File: src/rtl/alu_result_buffer_if.sv
// Handshake bundle between the ALU result producer / writeback consumer and the result buffer.
// The master side drives ALU results in and consumes the head; the slave side is the buffer.
interface alu_result_buffer_if #(
    parameter int unsigned DATA_W = 16
);
    logic              in_valid;
    logic              in_ready;
    logic [DATA_W:0]   in_result;
    logic [3:0]        in_op;
    logic              out_valid;
    logic              out_ready;
    logic [DATA_W-1:0] out_data;
    logic              out_zero;
    logic              out_ovf;

    modport master (
        output in_valid, in_result, in_op, out_ready,
        input  in_ready, out_valid, out_data, out_zero, out_ovf
    );

    modport slave (
        input  in_valid, in_result, in_op, out_ready,
        output in_ready, out_valid, out_data, out_zero, out_ovf
    );
endinterface

File: src/rtl/alu_result_buffer.sv
// ALU writeback buffer: optional signed saturation of ADD/SUB overflow, small FIFO
// toward the register file, and a sticky saturating overflow-event counter.
module alu_result_buffer #(
    parameter int unsigned DATA_W = 16,
    parameter int unsigned DEPTH  = 4,
    parameter bit          SAT_EN = 1'b1
) (
    input  logic                 clk,
    input  logic                 rst_n,
    alu_result_buffer_if.slave   bus,
    input  logic                 clr_count,
    output logic [7:0]           ovf_count
);
    localparam int unsigned PTR_W = $clog2(DEPTH);
    localparam logic [3:0]  OP_ADD = 4'b0010;
    localparam logic [3:0]  OP_SUB = 4'b0110;

    // Entry layout: {ovf, zero, data}
    logic [DATA_W+1:0] mem_q [DEPTH];

    logic [PTR_W:0]    wr_ptr_q, wr_ptr_d;
    logic [PTR_W:0]    rd_ptr_q, rd_ptr_d;
    logic [7:0]        cnt_q, cnt_d;

    logic              full, empty, push, pop;
    logic              in_ovf, sat_hit;
    logic [DATA_W-1:0] in_data, store_data;
    logic [DATA_W+1:0] head;

    assign empty = (wr_ptr_q == rd_ptr_q);
    assign full  = (wr_ptr_q[PTR_W-1:0] == rd_ptr_q[PTR_W-1:0]) &&
                   (wr_ptr_q[PTR_W] != rd_ptr_q[PTR_W]);

    // Full blocks push even when the head pops this cycle, keeping in_ready off the out_ready path.
    assign push = bus.in_valid && !full;
    assign pop  = bus.out_ready && !empty;

    assign in_ovf  = bus.in_result[DATA_W];
    assign in_data = bus.in_result[DATA_W-1:0];
    assign sat_hit = SAT_EN && in_ovf && ((bus.in_op == OP_ADD) || (bus.in_op == OP_SUB));

    always_comb begin
        store_data = in_data;
        if (sat_hit) begin
            // Wrapped sign is inverted relative to the true result's direction.
            store_data = in_data[DATA_W-1] ? {1'b0, {(DATA_W-1){1'b1}}}
                                           : {1'b1, {(DATA_W-1){1'b0}}};
        end
    end

    always_comb begin
        wr_ptr_d = wr_ptr_q;
        rd_ptr_d = rd_ptr_q;
        cnt_d    = cnt_q;
        if (push) wr_ptr_d = wr_ptr_q + (PTR_W+1)'(1);
        if (pop)  rd_ptr_d = rd_ptr_q + (PTR_W+1)'(1);
        if (clr_count) begin
            cnt_d = '0;
        end else if (push && in_ovf && (cnt_q != '1)) begin
            cnt_d = cnt_q + 8'd1;
        end
    end

    always_ff @(posedge clk or negedge rst_n) begin
        if (!rst_n) begin
            wr_ptr_q <= '0;
            rd_ptr_q <= '0;
            cnt_q    <= '0;
        end else begin
            wr_ptr_q <= wr_ptr_d;
            rd_ptr_q <= rd_ptr_d;
            cnt_q    <= cnt_d;
        end
    end

    always_ff @(posedge clk) begin
        if (push) begin
            mem_q[wr_ptr_q[PTR_W-1:0]] <= {in_ovf, (store_data == '0), store_data};
        end
    end

    // Storage is not reset, so head fields are masked to zero while empty.
    assign head          = mem_q[rd_ptr_q[PTR_W-1:0]];
    assign bus.in_ready  = !full;
    assign bus.out_valid = !empty;
    assign bus.out_data  = empty ? '0   : head[DATA_W-1:0];
    assign bus.out_zero  = empty ? 1'b0 : head[DATA_W];
    assign bus.out_ovf   = empty ? 1'b0 : head[DATA_W+1];
    assign ovf_count     = cnt_q;
endmodule

File: src/flat_wrapper.sv
// flat-port wrapper written by rule: the top's interface ports become plain ports
module alu_result_buffer_flat 
#(
    parameter int unsigned DATA_W = 16,
    parameter int unsigned DEPTH  = 4,
    parameter bit          SAT_EN = 1'b1
)
  (clk, rst_n, clr_count, ovf_count, bus_in_valid, bus_in_result, bus_in_op, bus_out_ready, bus_in_ready, bus_out_valid, bus_out_data, bus_out_zero, bus_out_ovf);
  alu_result_buffer_if #(.DATA_W(DATA_W)) bus_i ();
  input  logic clk;
  input  logic rst_n;
  input  logic clr_count;
  output logic [7:0] ovf_count;
  input wire logic [$bits(bus_i.in_valid)-1:0] bus_in_valid;
  input wire logic [$bits(bus_i.in_result)-1:0] bus_in_result;
  input wire logic [$bits(bus_i.in_op)-1:0] bus_in_op;
  input wire logic [$bits(bus_i.out_ready)-1:0] bus_out_ready;
  output wire logic [$bits(bus_i.in_ready)-1:0] bus_in_ready;
  output wire logic [$bits(bus_i.out_valid)-1:0] bus_out_valid;
  output wire logic [$bits(bus_i.out_data)-1:0] bus_out_data;
  output wire logic [$bits(bus_i.out_zero)-1:0] bus_out_zero;
  output wire logic [$bits(bus_i.out_ovf)-1:0] bus_out_ovf;
  assign bus_i.in_valid = bus_in_valid;
  assign bus_i.in_result = bus_in_result;
  assign bus_i.in_op = bus_in_op;
  assign bus_i.out_ready = bus_out_ready;
  assign bus_in_ready = bus_i.in_ready;
  assign bus_out_valid = bus_i.out_valid;
  assign bus_out_data = bus_i.out_data;
  assign bus_out_zero = bus_i.out_zero;
  assign bus_out_ovf = bus_i.out_ovf;
  alu_result_buffer #(.DATA_W(DATA_W), .DEPTH(DEPTH), .SAT_EN(SAT_EN)) u_core (.clk(clk), .rst_n(rst_n), .bus(bus_i), .clr_count(clr_count), .ovf_count(ovf_count));
endmodule
File: config.mk
export PLATFORM = sky130hd
export DESIGN_NAME = alu_result_buffer_flat
export DESIGN_NICKNAME = d
export VERILOG_FILES = /design/src/rtl/alu_result_buffer_if.sv /design/src/rtl/alu_result_buffer.sv /design/src/flat_wrapper.sv
export SDC_FILE = /design/constraint.sdc
export NUM_CORES = 1
export LEC_CHECK = 0
export ABC_AREA = 1
export ABC_CLOCK_PERIOD_IN_PS = 1900
export CORE_ASPECT_RATIO = 0.7
export CORE_UTILIZATION = 51
export CTS_BUF_LIST = sky130_fd_sc_hd__clkbuf_4
export DETAILED_ROUTE_END_ITERATION = 16
export PLACE_DENSITY = 0.77
export SLEW_MARGIN = 20
export SYNTH_ARGS = -nofsm -noshare
export SYNTH_HDL_FRONTEND = slang
export SYNTH_SLANG_ARGS = --single-unit
File: constraint.sdc
create_clock -name clk -period 1.9 [get_ports clk]
set_clock_uncertainty 0.05 [all_clocks]
set_input_delay 0.57 -clock clk [delete_from_list [all_inputs] [get_ports clk]]
set_output_delay 0.57 -clock clk [all_outputs]
set_load 0.01 [all_outputs]
---- Word-level counts from Yosys, hierarchy flattened ----
Memories as Yosys holds them, arrays and structs flattened.
Cells that the tools add are included.
cells by class
  equal/unequal tests ..................... 6
  add/subtract/negate cells ............... 3
  reductions and logical operators ........ 11
  multiplexer cells ....................... 9
operators with widths
  operator                                        count
  2-to-1 mux 16 bit                               3
  logical NOT 16 bit                              1
  2-to-1 mux 8 bit                                2
  adder 8 x 1 -> 8 bit (second input constant)    1
  inequality test 8 bit (second input constant)   1
  adder 3 x 1 -> 3 bit (second input constant)    2
  logical AND 1 bit                               6
  == test 4 x 2 -> 1 bit (second input constant)  1
  == test 4 x 3 -> 1 bit (second input constant)  1
  2-to-1 mux 1 bit                                4
  == test 3 bit                                   1
  == test 2 bit                                   1
  logical NOT 1 bit                               2
  nonzero test 2 bit                              1
  logical OR 1 bit                                1
  inequality test 1 bit                           1
word-level totals
  register bits ........................... 14
  memories kept ........................... 1
  output and inout port bits .............. 28
  word-level logic and storage cells ...... 33
  bits in writable memories ............... 72
  bits of input ports ..................... 26
memory list
  memory        words  width  rd ports  clocked after Yosys merged registers in  wr ports  line                     source
  u_core.mem_q  4      18     1         0                                        1         alu_result_buffer.sv:19  logic [DATA_W+1:0] mem_q [DEPTH];

---- Longest topological paths before layout ----
  word-level depth ........................ 8
  gate-level depth with buffers ........... 9
  gate-level depth less buffers ........... 8

---- Worst setup path after synthesis ----
No wires, ideal clock.
  path type ............................... reg-to-reg
  start point ............................. reg u_core.rd_ptr_q[1]
  end point ............................... mem u_core.mem_q[0][0] in the netlist's numbering, enable pin
  arrival ................................. 1.669 ns
  library setup time ...................... 0.393 ns
  setup slack ............................. -0.211 ns
  period minus slack after synthesis ...... 2.111 ns
  cell stages (with the launch flop) ...... 7
  path through ............................ dfrtp_1 > buf_4 > nand2_1 > nand2_1 > nand3_4 > nand2_4 > nor2_1
between the ends
  word-level cells in the longest chain between the ends .. 6
ends and longest elaborated chain
  what                                    line                     source
  from (decl)                             alu_result_buffer.sv:22  logic [PTR_W:0] rd_ptr_q, rd_ptr_d;
  from (signal assigned)                  alu_result_buffer.sv:71  rd_ptr_q <= rd_ptr_d;
  == test 2 bit                           alu_result_buffer.sv:31  assign full = (wr_ptr_q[PTR_W-1:0] == rd_ptr_q[PTR_W-1:0]) &&
  logical AND 1 bit                       alu_result_buffer.sv:31
  logical NOT 1 bit                       -
  named net bus_in_ready                  flat_wrapper.sv:18       output wire logic [$bits(bus_i.in_ready)-1:0] bus_in_ready;
  logical AND 1 bit                       alu_result_buffer.sv:35  assign push = bus.in_valid && !full;
  2-to-1 mux 1 bit                        alu_result_buffer.sv:77  if (push) begin
  2-to-1 mux 1 bit (implied by the code)  alu_result_buffer.sv:78  mem_q[wr_ptr_q[PTR_W-1:0]] <= {in_ovf, (store_data == '0), store_data};
  to (decl)                               alu_result_buffer.sv:19
The timed path passes the listed nets, and every way through them passes these cells.

---- Worst setup path in the final report ----
  start point ............................. reg u_core.rd_ptr_q[0]
  end point ............................... out bus_out_data[6]
between the ends
  word-level cells in the longest chain between the ends .. 2
ends and longest elaborated chain
  what                                                       line                     source
  memory read (4 x 18 bit) or == test 3 bit (tied branches)  -
  2-to-1 mux 16 bit *                                        alu_result_buffer.sv:86  assign bus.out_data = empty ? '0 : head[DATA_W-1:0];
  to (decl)                                                  flat_wrapper.sv:20       output wire logic [$bits(bus_i.out_data)-1:0] bus_out_data;
Mark *: on every way between the ends. The rest lies on a longest branch, timed or not.

==> results_dict.tcl <==
set metrics [dict create \
    start_util_pct 53.37 \
    timing.final.ws_setup_ns -0.5900 \
    cap_violations 0 \
    synth-main-ff-cell "edfxtp_1" \
    antenna_found_initial 0 \
    portBuffers 52 \
    num_antenna_cells 0 \
    synthDistinctLibCells 26 \
    multiInputGateArea_um2 1403 \
    drt_iter0_drc 226 \
    worstMarginPinSlew_ns 0.3300 \
    seqCellArea_um2 2512 \
    area_growth_pct 44.53 \
    cts_tree "done" \
    cp_data_required_time_ns 1.28 \
    hp-class "in2async" \
    final_cell_area_um2 5722 \
    grt_max_degree 21 \
    syn_inst 386 \
    relSlewSlack_pct 77.87 \
    die_h_um 75.72 \
    p_leak_uw 0.002496 \
    core_um2 7417 \
    ios 54 \
    slew_violations 0 \
    grt_pass1_wl_um 15330 \
    failed_checks "setup timing" \
    clockRootBuffer "clkbuf_4" \
    grt_setup_unrepaired "true" \
    die_w_um 107.3 \
    ant_nets 0 \
    dr.pass1.iters 5 \
    hold_viol_final 0 \
    synth_area_um2 3959 \
    power_density_nw_per_um2 1578 \
    layout-drive-gt1-share_pct 35.07 \
    fin_util_pct 77.14 \
    routabilityCongestion 0.7756 \
    htree_levels 3 \
    synth_edf_count 72 \
    cts_buffers 9 \
    syn_nets 418 \
    ir_drop_uv 1118 \
    ys_warn_count 0 \
    async_flop_share_pct 16.28 \
    ctsHoldBuffers 0 \
    num_rows 26 \
    wl_per_cell_um 16.80 \
    startpoint_type "register" \
    viasPerCell 5.433 \
    critPathArrivalTime_ns 1.87 \
    detailed_place_hpwl_um 6011 \
    grt_usage_pct 25.80 \
    grt_pass1_vias 3170 \
    crit_fanout 6 \
    fmax_mhz 401.6 \
    synth.yosys.seq_area_share_pct 63.46 \
    status "finished with violations" \
    finalCriticalPeriod_ns 2.490 \
    cts_buffer_depth 2 \
    vias 3352 \
    path_clk_slew_ns 0.13 \
    setup_viol_count_final 63 \
    r2r-start "u_core.rd_ptr_q[0]$_DFFE_PN0P_" \
    nets 546 \
    drc 0 \
    fill_cells 470 \
    dieArea_um2 8125 \
    place_area_um2 4961 \
    endpoint_kind "output port" \
    fin_crit_sh_pct 131.1 \
    insertion_delay_ns 0.44 \
    startpoint "u_core.rd_ptr_q[0]$_DFFE_PN0P_" \
    synth.avg_cell_area_um2 10.26 \
    cts_sinks 86 \
    totalWireLength_um 10370 \
    synth-seq-cells 86 \
    overflow 0 \
    crit_type "reg2out" \
]
==> cell usage after synthesis, types with 5 or more instances <==
cell	instances	area [um2]
dfrtp_1	14	350.3
buf_2	5	25.02
o21ai_0	44	220.2
nor2_1	55	206.5
inv_1	42	157.7
a21oi_1	5	25.02
o22ai_1	18	112.6
ha_1	6	75.07
nand3_1	14	70.07
clkbuf_1	5	18.77
nand2_1	79	296.5
edfxtp_1	72	2162
buf_4	5	37.54
==> timing repair <==
action	in CTS	in global routing
cloned	5	1
setup buffers	18	4
pin swaps	18	10
setup endpoints to repair	46	68
gates resized for setup	154	65
==> state kept, by name, indices dropped and copies added, names as in the netlist <==
name and count:
u_core.rd_ptr_q 3, u_core.ovf_count 8, u_core.mem_q 72, u_core.wr_ptr_q 3
==> logic make-up after synthesis <==
logic type / share of synthesized area, %
XOR/XNOR: 1.549
buffers and inverters: 6.795
adder cells (fa/ha/maj): 1.896
flip-flops: 63.46
AND/OR/NAND/NOR: 17.26
AO/OA/AOI/OAI: 9.039
==> critical path, cell delays in order, from the launching register on <==
cell and delay (ns):
dfrtp_1 0.46, inv_2 0.07, buf_6 0.12, bufbuf_16 0.26, o21ai_1 0.17, o22ai_2 0.13
nand2_4 0.08, inv_2 0.03, buf_6 0.10
==> layout by cell type (no fill, tap or decap), drive strengths merged <==
cell | synthesis | layout
a21oi | 5 | 5
buf | 12 | 101
bufbuf | 0 | 1
bufinv | 0 | 2
clkbuf | 5 | 11
clkdlybuf4s50 | 0 | 23
clkinv | 1 | 1
clkinvlp | 0 | 2
dfrtp | 14 | 14
dlygate4sd2 | 0 | 8
dlymetal6s2s | 0 | 1
edfxtp | 72 | 72
ha | 6 | 6
inv | 43 | 44
nand2 | 82 | 82
nand3 | 15 | 15
nand4 | 4 | 4
nor2 | 56 | 56
nor3 | 1 | 1
nor3b | 1 | 1
o21ai | 44 | 44
o22ai | 18 | 18
xnor2 | 3 | 3
xor2 | 4 | 4
==> layout make-up <==
class                      count  share of cell area, %
clock buffer                  11                  1.443
clock inverter                 5                  1.465
inverter                      44                  2.886
multi-input combinational    239                  24.51
sequential                    86                  43.91
tap                           98                  2.143
timing repair buffer         134                  23.64
==> per-layer routing <==
metal / track usage, % / vias up / routed length, um
met5: 0 / - / 0
met4: 8.980 / 0 / 218
met3: 5.133 / 26 / 602
met2: 46.38 / 142 / 5274
met1: 31.98 / 1626 / 4272
li1: - / 1558 / -
==> worst paths after layout <==
| kind | end | slack [ns] | depth (start not counted) |
|---|---|---|---|
| worst max-delay path | bus_out_data[6] | -0.59 | 8 |
| worst min-delay path | u_core.ovf_count[0]$_DFFE_PN0P_ | 0.37 | 2 |
| worst max register to register | u_core.mem_q[1][5]$_DFFE_PP_ | -0.05 | 11 |
| worst min register to register | u_core.wr_ptr_q[2]$_DFFE_PN0N_ | 0.57 | 2 |
| max in group asynchronous | u_core.wr_ptr_q[2]$_DFFE_PN0N_ | 1.25 | 2 |
| min in group clk | u_core.wr_ptr_q[2]$_DFFE_PN0N_ | 0.57 | 2 |
==> power by group <==
group          total [uW]  internal, uW  switching, uW
clock network        1210           568            640
logic                5170          2560           2610
registers            2650          2490            159
==> stage by stage <==
stage	total power, uW	hold WS [ns]	setup WS (ns)	instances	setup TNS, ns
3_3_place_gp	6254	0.5037	-0.3840	574	-19.63
5_1_grt	9520	0.3799	-0.7273	617	-17.35
2_1_floorplan	4521	0.2244	-0.2113	386	-11.41
3_5_place_dp	6375	0.5131	-0.4310	574	-24.72
4_1_cts	8153	0.3669	-0.5247	612	-9.732
6_report	9030	0.3688	-0.5900	617	-12.02
Note: power is estimated with default switching activity, not from simulation.
